### config.mk
export PLATFORM = sky130hd
export DESIGN_NAME = traffic_light_intersection
export DESIGN_NICKNAME = d
export VERILOG_FILES = /design/src/rtl/traffic_light_intersection.sv
export SDC_FILE = /design/constraint.sdc
export NUM_CORES = 1
export LEC_CHECK = 0
export CORE_UTILIZATION = 41
export CTS_CLUSTER_SIZE = 28
export DETAILED_ROUTE_END_ITERATION = 16
export PLACE_DENSITY = 0.64
export SKIP_LAST_GASP = 1
export SLEW_MARGIN = 20
export SYNTH_ARGS = -nofsm -noshare
export SYNTH_HDL_FRONTEND = slang
export SYNTH_SLANG_ARGS = --single-unit
### constraint.sdc
create_clock -name clk -period 1.7 [get_ports clk]
set_clock_uncertainty 0.1 [all_clocks]
set_input_delay 0.255 -clock clk [delete_from_list [all_inputs] [get_ports clk]]
set_output_delay 0.255 -clock clk [all_outputs]
set_load 0.01 [all_outputs]
### src/rtl/traffic_light_intersection.sv
// traffic_light_intersection
//   Demand-actuated two-road intersection controller. Main road rests in
//   green until a side-road (or, optionally, pedestrian) request is latched.
//   The controller then sequences yellow, an all-red clearance, the side-road
//   green (optionally preceded by a pedestrian walk), side yellow and a
//   second all-red clearance, and returns to main green. Phase durations are
//   counted in tick_en strobes, so the block is clock-rate independent.
//
//   Optional feature macro: TLC_PED_EN (pedestrian walk phase, ped_pending
//   latch and walk output). Without it ped_req is ignored and walk is 0.
//
// Ports
//   clk         single clock, rising edge
//   rst_n       asynchronous active-low reset (forces ALL_RED_B, all red)
//   tick_en     timebase strobe; the phase timer only advances when high
//   side_req    side-road vehicle demand (level or one-cycle pulse)
//   ped_req     pedestrian push-button (level or one-cycle pulse)
//   main_light  main-road head {Red, Yellow, Green}
//   side_light  side-road head {Red, Yellow, Green}
//   walk        pedestrian WALK indication
//   phase       current state encoding (debug/status)

module traffic_light_intersection #(
  parameter int TIMER_W          = 8,
  parameter int MAIN_GREEN_TICKS = 10,
  parameter int SIDE_GREEN_TICKS = 6,
  parameter int YELLOW_TICKS     = 3,
  parameter int ALL_RED_TICKS    = 1,
  parameter int WALK_TICKS       = 5
) (
  input  logic       clk,
  input  logic       rst_n,
  input  logic       tick_en,
  input  logic       side_req,
  input  logic       ped_req,
  output logic [2:0] main_light,
  output logic [2:0] side_light,
  output logic       walk,
  output logic [2:0] phase
);

  localparam int MAX_TICKS = 1 << TIMER_W;

  // Every duration must be representable as a last-tick timer value.
  if ((MAIN_GREEN_TICKS < 1) || (MAIN_GREEN_TICKS > MAX_TICKS) ||
      (SIDE_GREEN_TICKS < 1) || (SIDE_GREEN_TICKS > MAX_TICKS) ||
      (YELLOW_TICKS     < 1) || (YELLOW_TICKS     > MAX_TICKS) ||
      (ALL_RED_TICKS    < 1) || (ALL_RED_TICKS    > MAX_TICKS) ||
      (WALK_TICKS       < 1) || (WALK_TICKS       > MAX_TICKS)) begin : g_bad_duration
    $error("traffic_light_intersection: duration parameter outside 1..2^TIMER_W");
  end

  typedef enum logic [2:0] {
    MAIN_GREEN  = 3'd0,
    MAIN_YELLOW = 3'd1,
    ALL_RED_A   = 3'd2,
    PED_WALK    = 3'd3,
    SIDE_GREEN  = 3'd4,
    SIDE_YELLOW = 3'd5,
    ALL_RED_B   = 3'd6
  } state_t;

  localparam logic [TIMER_W-1:0] MG_LAST   = TIMER_W'(MAIN_GREEN_TICKS - 1);
  localparam logic [TIMER_W-1:0] SG_LAST   = TIMER_W'(SIDE_GREEN_TICKS - 1);
  localparam logic [TIMER_W-1:0] YEL_LAST  = TIMER_W'(YELLOW_TICKS - 1);
  localparam logic [TIMER_W-1:0] AR_LAST   = TIMER_W'(ALL_RED_TICKS - 1);
  localparam logic [TIMER_W-1:0] WALK_LAST = TIMER_W'(WALK_TICKS - 1);

  // The state register is a plain vector so the unused code 7 can exist and
  // be recovered from; the enum supplies the named encodings.
  logic [2:0]         state;
  logic [2:0]         next_state;
  logic [TIMER_W-1:0] timer;
  logic               side_pending;
  logic               ped_pending;
  logic               enter_side;

  assign phase      = state;
  assign enter_side = (next_state == SIDE_GREEN) && (state != SIDE_GREEN);

`ifdef TLC_PED_EN
  logic enter_ped;
  assign enter_ped = (next_state == PED_WALK) && (state != PED_WALK);
`else
  logic unused_ped_req;
  assign unused_ped_req = ped_req;
`endif

  function automatic logic [2:0] main_decode(input logic [2:0] s);
    case (s)
      MAIN_GREEN:  return 3'b001;
      MAIN_YELLOW: return 3'b010;
      default:     return 3'b100;
    endcase
  endfunction

  function automatic logic [2:0] side_decode(input logic [2:0] s);
    case (s)
      SIDE_GREEN:  return 3'b001;
      SIDE_YELLOW: return 3'b010;
      default:     return 3'b100;
    endcase
  endfunction

  // Next-state decision. Each timed phase leaves on the tick where the timer
  // holds its last value, so a phase of D ticks sees exactly D strobes.
  // Main green only leaves once its minimum has elapsed and a request waits.
  always_comb begin
    next_state = state;
    case (state)
      MAIN_GREEN:
        if (tick_en && (timer == MG_LAST) && (side_pending || ped_pending))
          next_state = MAIN_YELLOW;
      MAIN_YELLOW:
        if (tick_en && (timer == YEL_LAST)) next_state = ALL_RED_A;
      ALL_RED_A:
        if (tick_en && (timer == AR_LAST))
          next_state = ped_pending ? PED_WALK : SIDE_GREEN;
      PED_WALK:
        if (tick_en && (timer == WALK_LAST))
          next_state = side_pending ? SIDE_GREEN : ALL_RED_B;
      SIDE_GREEN:
        if (tick_en && (timer == SG_LAST)) next_state = SIDE_YELLOW;
      SIDE_YELLOW:
        if (tick_en && (timer == YEL_LAST)) next_state = ALL_RED_B;
      ALL_RED_B:
        if (tick_en && (timer == AR_LAST)) next_state = MAIN_GREEN;
      default:
        next_state = ALL_RED_B;
    endcase
  end

  // State, timer, request latches and registered light outputs. The lights
  // are loaded from next_state so they always match the state register and
  // come straight from flops. In the request latches a new request on the
  // clearing cycle wins, so back-to-back demand is never dropped. The main
  // green timer parks at its last value while waiting for demand.
  always_ff @(posedge clk or negedge rst_n) begin
    if (!rst_n) begin
      state        <= ALL_RED_B;
      timer        <= '0;
      side_pending <= 1'b0;
      ped_pending  <= 1'b0;
      main_light   <= 3'b100;
      side_light   <= 3'b100;
      walk         <= 1'b0;
    end else begin
      state <= next_state;
      if (next_state != state)
        timer <= '0;
      else if (tick_en && !((state == MAIN_GREEN) && (timer == MG_LAST)))
        timer <= timer + TIMER_W'(1);
      side_pending <= side_req | (side_pending & ~enter_side);
`ifdef TLC_PED_EN
      ped_pending  <= ped_req | (ped_pending & ~enter_ped);
      walk         <= (next_state == PED_WALK);
`else
      ped_pending  <= 1'b0;
      walk         <= 1'b0;
`endif
      main_light   <= main_decode(next_state);
      side_light   <= side_decode(next_state);
    end
  end

endmodule
==> results.yml <==
outcome:
  status: "complete, but fails checks"
  violations: "negative setup slack"
pwr:
  p_switching_uw: 1265
  p_int_uw: 1733
  clock_power_share_pct: 8.9
  worst_ir_drop_vdd_v: 0.001160
  combinationalPowerShare_pct: 68.2
  cellPowerDensity_mw_per_mm2: 1656
  switching_share_pct: 42.19
  p_leak_uw: 0.0007795
  seqPwrFrac_pct: 22.9
flow_run:
  maxCapViolCount: 0
global_route:
  overflow: 0
  antenna_found_initial: 0
  grt_pass1_wl_um: 4981
  grt_max_degree: 19
  grtUsageTotal_pct: 20.08
  grt_pass1_vias: 1038
setup_path:
  slowest_delay_ps: 420
  r2r-start: "timer[7]$_DFFE_PN0P_"
  critPathLaunchType: "register"
  path_cells: "nor4_4 -> buf_6 -> and4_4 -> o211a_4 -> inv_4 -> and3_1"
  reg2reg_slack_ps: -140
  crit_type: "reg2reg"
  cp_top_family: "simple AND/OR/NAND/NOR gates"
  critPathMaxFanout: 5
  endpoint: "side_light[1]$_DFF_PN0_"
  critPathLaunch: "timer[7]$_DFFE_PN0P_"
  crit_slowest_cell: "dfrtp_1"
  required_ps: 1800
  r2r_end: "side_light[1]$_DFF_PN0_"
  path_buf_inv: 2
  worst_setup_path_end_kind: "register"
  arrival_ps: 1930
  ff2ff_path_depth: 6
  path_depth: 6
timing:
  tns_ps: -1575
  rsz0062_at_grt: "true"
  period_share_pct: 108.0
  finalSetupViolCount: 17
  max_freq_mhz: 544.8
  slew_viol_final: 0
  hold_viol_final: 0
  final.min_clock_period_ps: 1836
  setup_slack_ps: -135.6
clock_network:
  clockBufferDepth: 2
  cts_buffers: 3
  clock-sinks: 18
  cts_max_level: 1
  clk-insertion-delay-late_ps: 300
  clockRootBuffer: "clkbuf_4"
  holdBufCountCts: 0
  cts.clk_slew.worst_paths_ps: 100
  cts_tree: "yes"
floorplanning:
  die_area_mm2: 0.003156
  die_y_um: 56.18
  die_x_um: 56.18
  row_count: 19
  start_util_pct: 43.65
  boundaryPins: 15
  core_mm2: 0.002758
final_layout:
  area_delta_synth_final_pct: 50.42
  nNetsFinal: 161
  drive_gt1_share_pct: 52.98
  n_fill_cell: 202
  final_util_pct: 65.65
  n_antenna_cell: 0
  design_area_mm2: 0.001810
synthesis:
  ys_seq_elements: 18
  synth_edf_count: 0
  postSynthCellCount: 109
  yosysTopAreaCell: "dfrtp_1"
  synth.distinct_cells: 44
  syn-num-nets: 118
  synth_warnings: 0
  syn_area_mm2: 0.001204
  syn_avg_cell_area_um2: 11.04
  netlist.area_leader.share_pct: 29.11
  ys_seq_area_share_pct: 37.84
  synthArstFlopShare_pct: 100.0
  synth_top_cells_by_area: "dfrtp_1, dfstp_2, ha_1, a211oi_1, xor2_1"
  synth_top_flop_cell: "dfrtp_1"
placement:
  portBuffers: 12
  placed_area_mm2: 0.001553
  gp_congestion: 0.7681
  dp_hpwl_um: 2009
detailed_routing:
  drt-total-wl_um: 3110
  vias_per_cell: 5.566
  first_pass_iters: 4
  final_antenna_net_count: 0
  drcViolationCount: 0
  routedWlPerCell_um: 17.09
  drt_iter0_drc: 39
  num_vias: 1013
min_path:
  hold_path.class: "in2async"
## synth_stat cells, types with 2 or more instances
cell      instances
a41oi_1           2
a41oi_2           2
nand3_1           3
and3_1            2
nor2_1            3
ha_1              4
nand2b_1          5
nand4_1           5
xnor2_1           2
dfrtp_1          14
a211oi_4          2
a21oi_1           3
inv_1             5
nor2b_1           2
nand2_1           3
buf_2             3
buf_4             2
clkbuf_1          4
a211oi_2          3
xor2_1            5
a211oi_1          6
and4_1            3
nor4bb_1          2
dfstp_2           4
## area by class of cell
type                    count  area [um2]  share of cell area, %
clock buffers               4       36.28                  2.004
multi-input cells          76       818.3                  45.20
well taps                  31       38.79                  2.142
inverters                   6       25.02                  1.382
repair buffers             47       436.7                  24.12
flip-flops and latches     18       455.4                  25.16
## logic make-up (layout without fill, tap and decap cells)
family,Yosys count,in the layout,synth area share (%)
DFF,18,18,37.84
and+or+nand+nor,38,38,21.73
adders and majority gates,4,4,4.158
muxes,2,2,2.703
AOI/OAI and AO/OA,24,24,22.56
buffers and inverters,15,57,5.612
xor gates and xnor gates,7,7,5.094
other,1,1,0.3116
## worst min-delay path by stage
stage,start,endpoint,slack [ps],cells past startpoint
after floorplan,rst_n,main_light[0]$_DFF_PN0_,-140,0
after global placement,phase[0]$_DFF_PN0_,timer[2]$_DFFE_PN0P_,490,2
after detailed placement,rst_n,side_light[0]$_DFF_PN0_,500,2
after CTS,rst_n,timer[1]$_DFFE_PN0P_,170,2
after global routing,rst_n,timer[1]$_DFFE_PN0P_,180,2
final,rst_n,timer[1]$_DFFE_PN0P_,170,2
## sequential cells by signal (all words and copies together) (netlist names)
name,cells
phase,3
side_pending,1
main_light,3
timer,8
side_light,3
## worst reg2reg max path: cells and delay by family, from the launching register on
| family | cells | cell delay, ps |
|---|---|---|
| buffers and inverters | 2 | 240 |
| flip-flops | 1 | 420 |
| AO/OA/AOI/OAI | 1 | 200 |
| AND/OR/NAND/NOR | 3 | 770 |
## power by group through the flow
stage	sequential (uW)	clock (uW)	combinational [uW]
finish	687	266	2050
global route	704	297	2190
detailed placement	716	0	1580
global placement	713	0	1540
floorplan	708	0	997
CTS	676	271	1770
## what timing repair did
action	CTS	global route
cloned	0	1
resized for setup	12	20
endpoints found under the setup margin	18	20
pin swaps	9	16
setup buffers	7	3
## routing by layer
layer | part of all wire (%) | GRT usage (%) | routed length, um
met5 | 0 | 0 | 0
met4 | 3.4 | 6.272 | 106
met3 | 4.2 | 3.721 | 130
met2 | 50 | 32.31 | 1560
met1 | 42 | 27.42 | 1313
## metrics by stage
stage	setup WS, ps	std cells	power, uW	hold WS, ps
2_1_floorplan	-65.33	109	1705	-140.6
3_3_place_gp	-159.3	168	2256	492.7
3_5_place_dp	-161.8	168	2299	501.7
4_1_cts	-107.6	178	2716	174.3
5_1_grt	-226.9	182	3190	177.4
6_report	-135.6	182	2999	167.9
## cells in the final DEF (no fill, tap or decap), types with 4 or more instances in the layout
master | Yosys | final
buf_4 | 2 | 28
dfrtp_1 | 14 | 14
a211oi_2 | 3 | 9
clkdlybuf4s50_1 | 0 | 7
nand2b_1 | 5 | 5
nand4_1 | 5 | 5
xor2_1 | 5 | 5
dfstp_2 | 4 | 4
buf_6 | 0 | 4
Note: power is estimated with default switching activity, not from simulation.
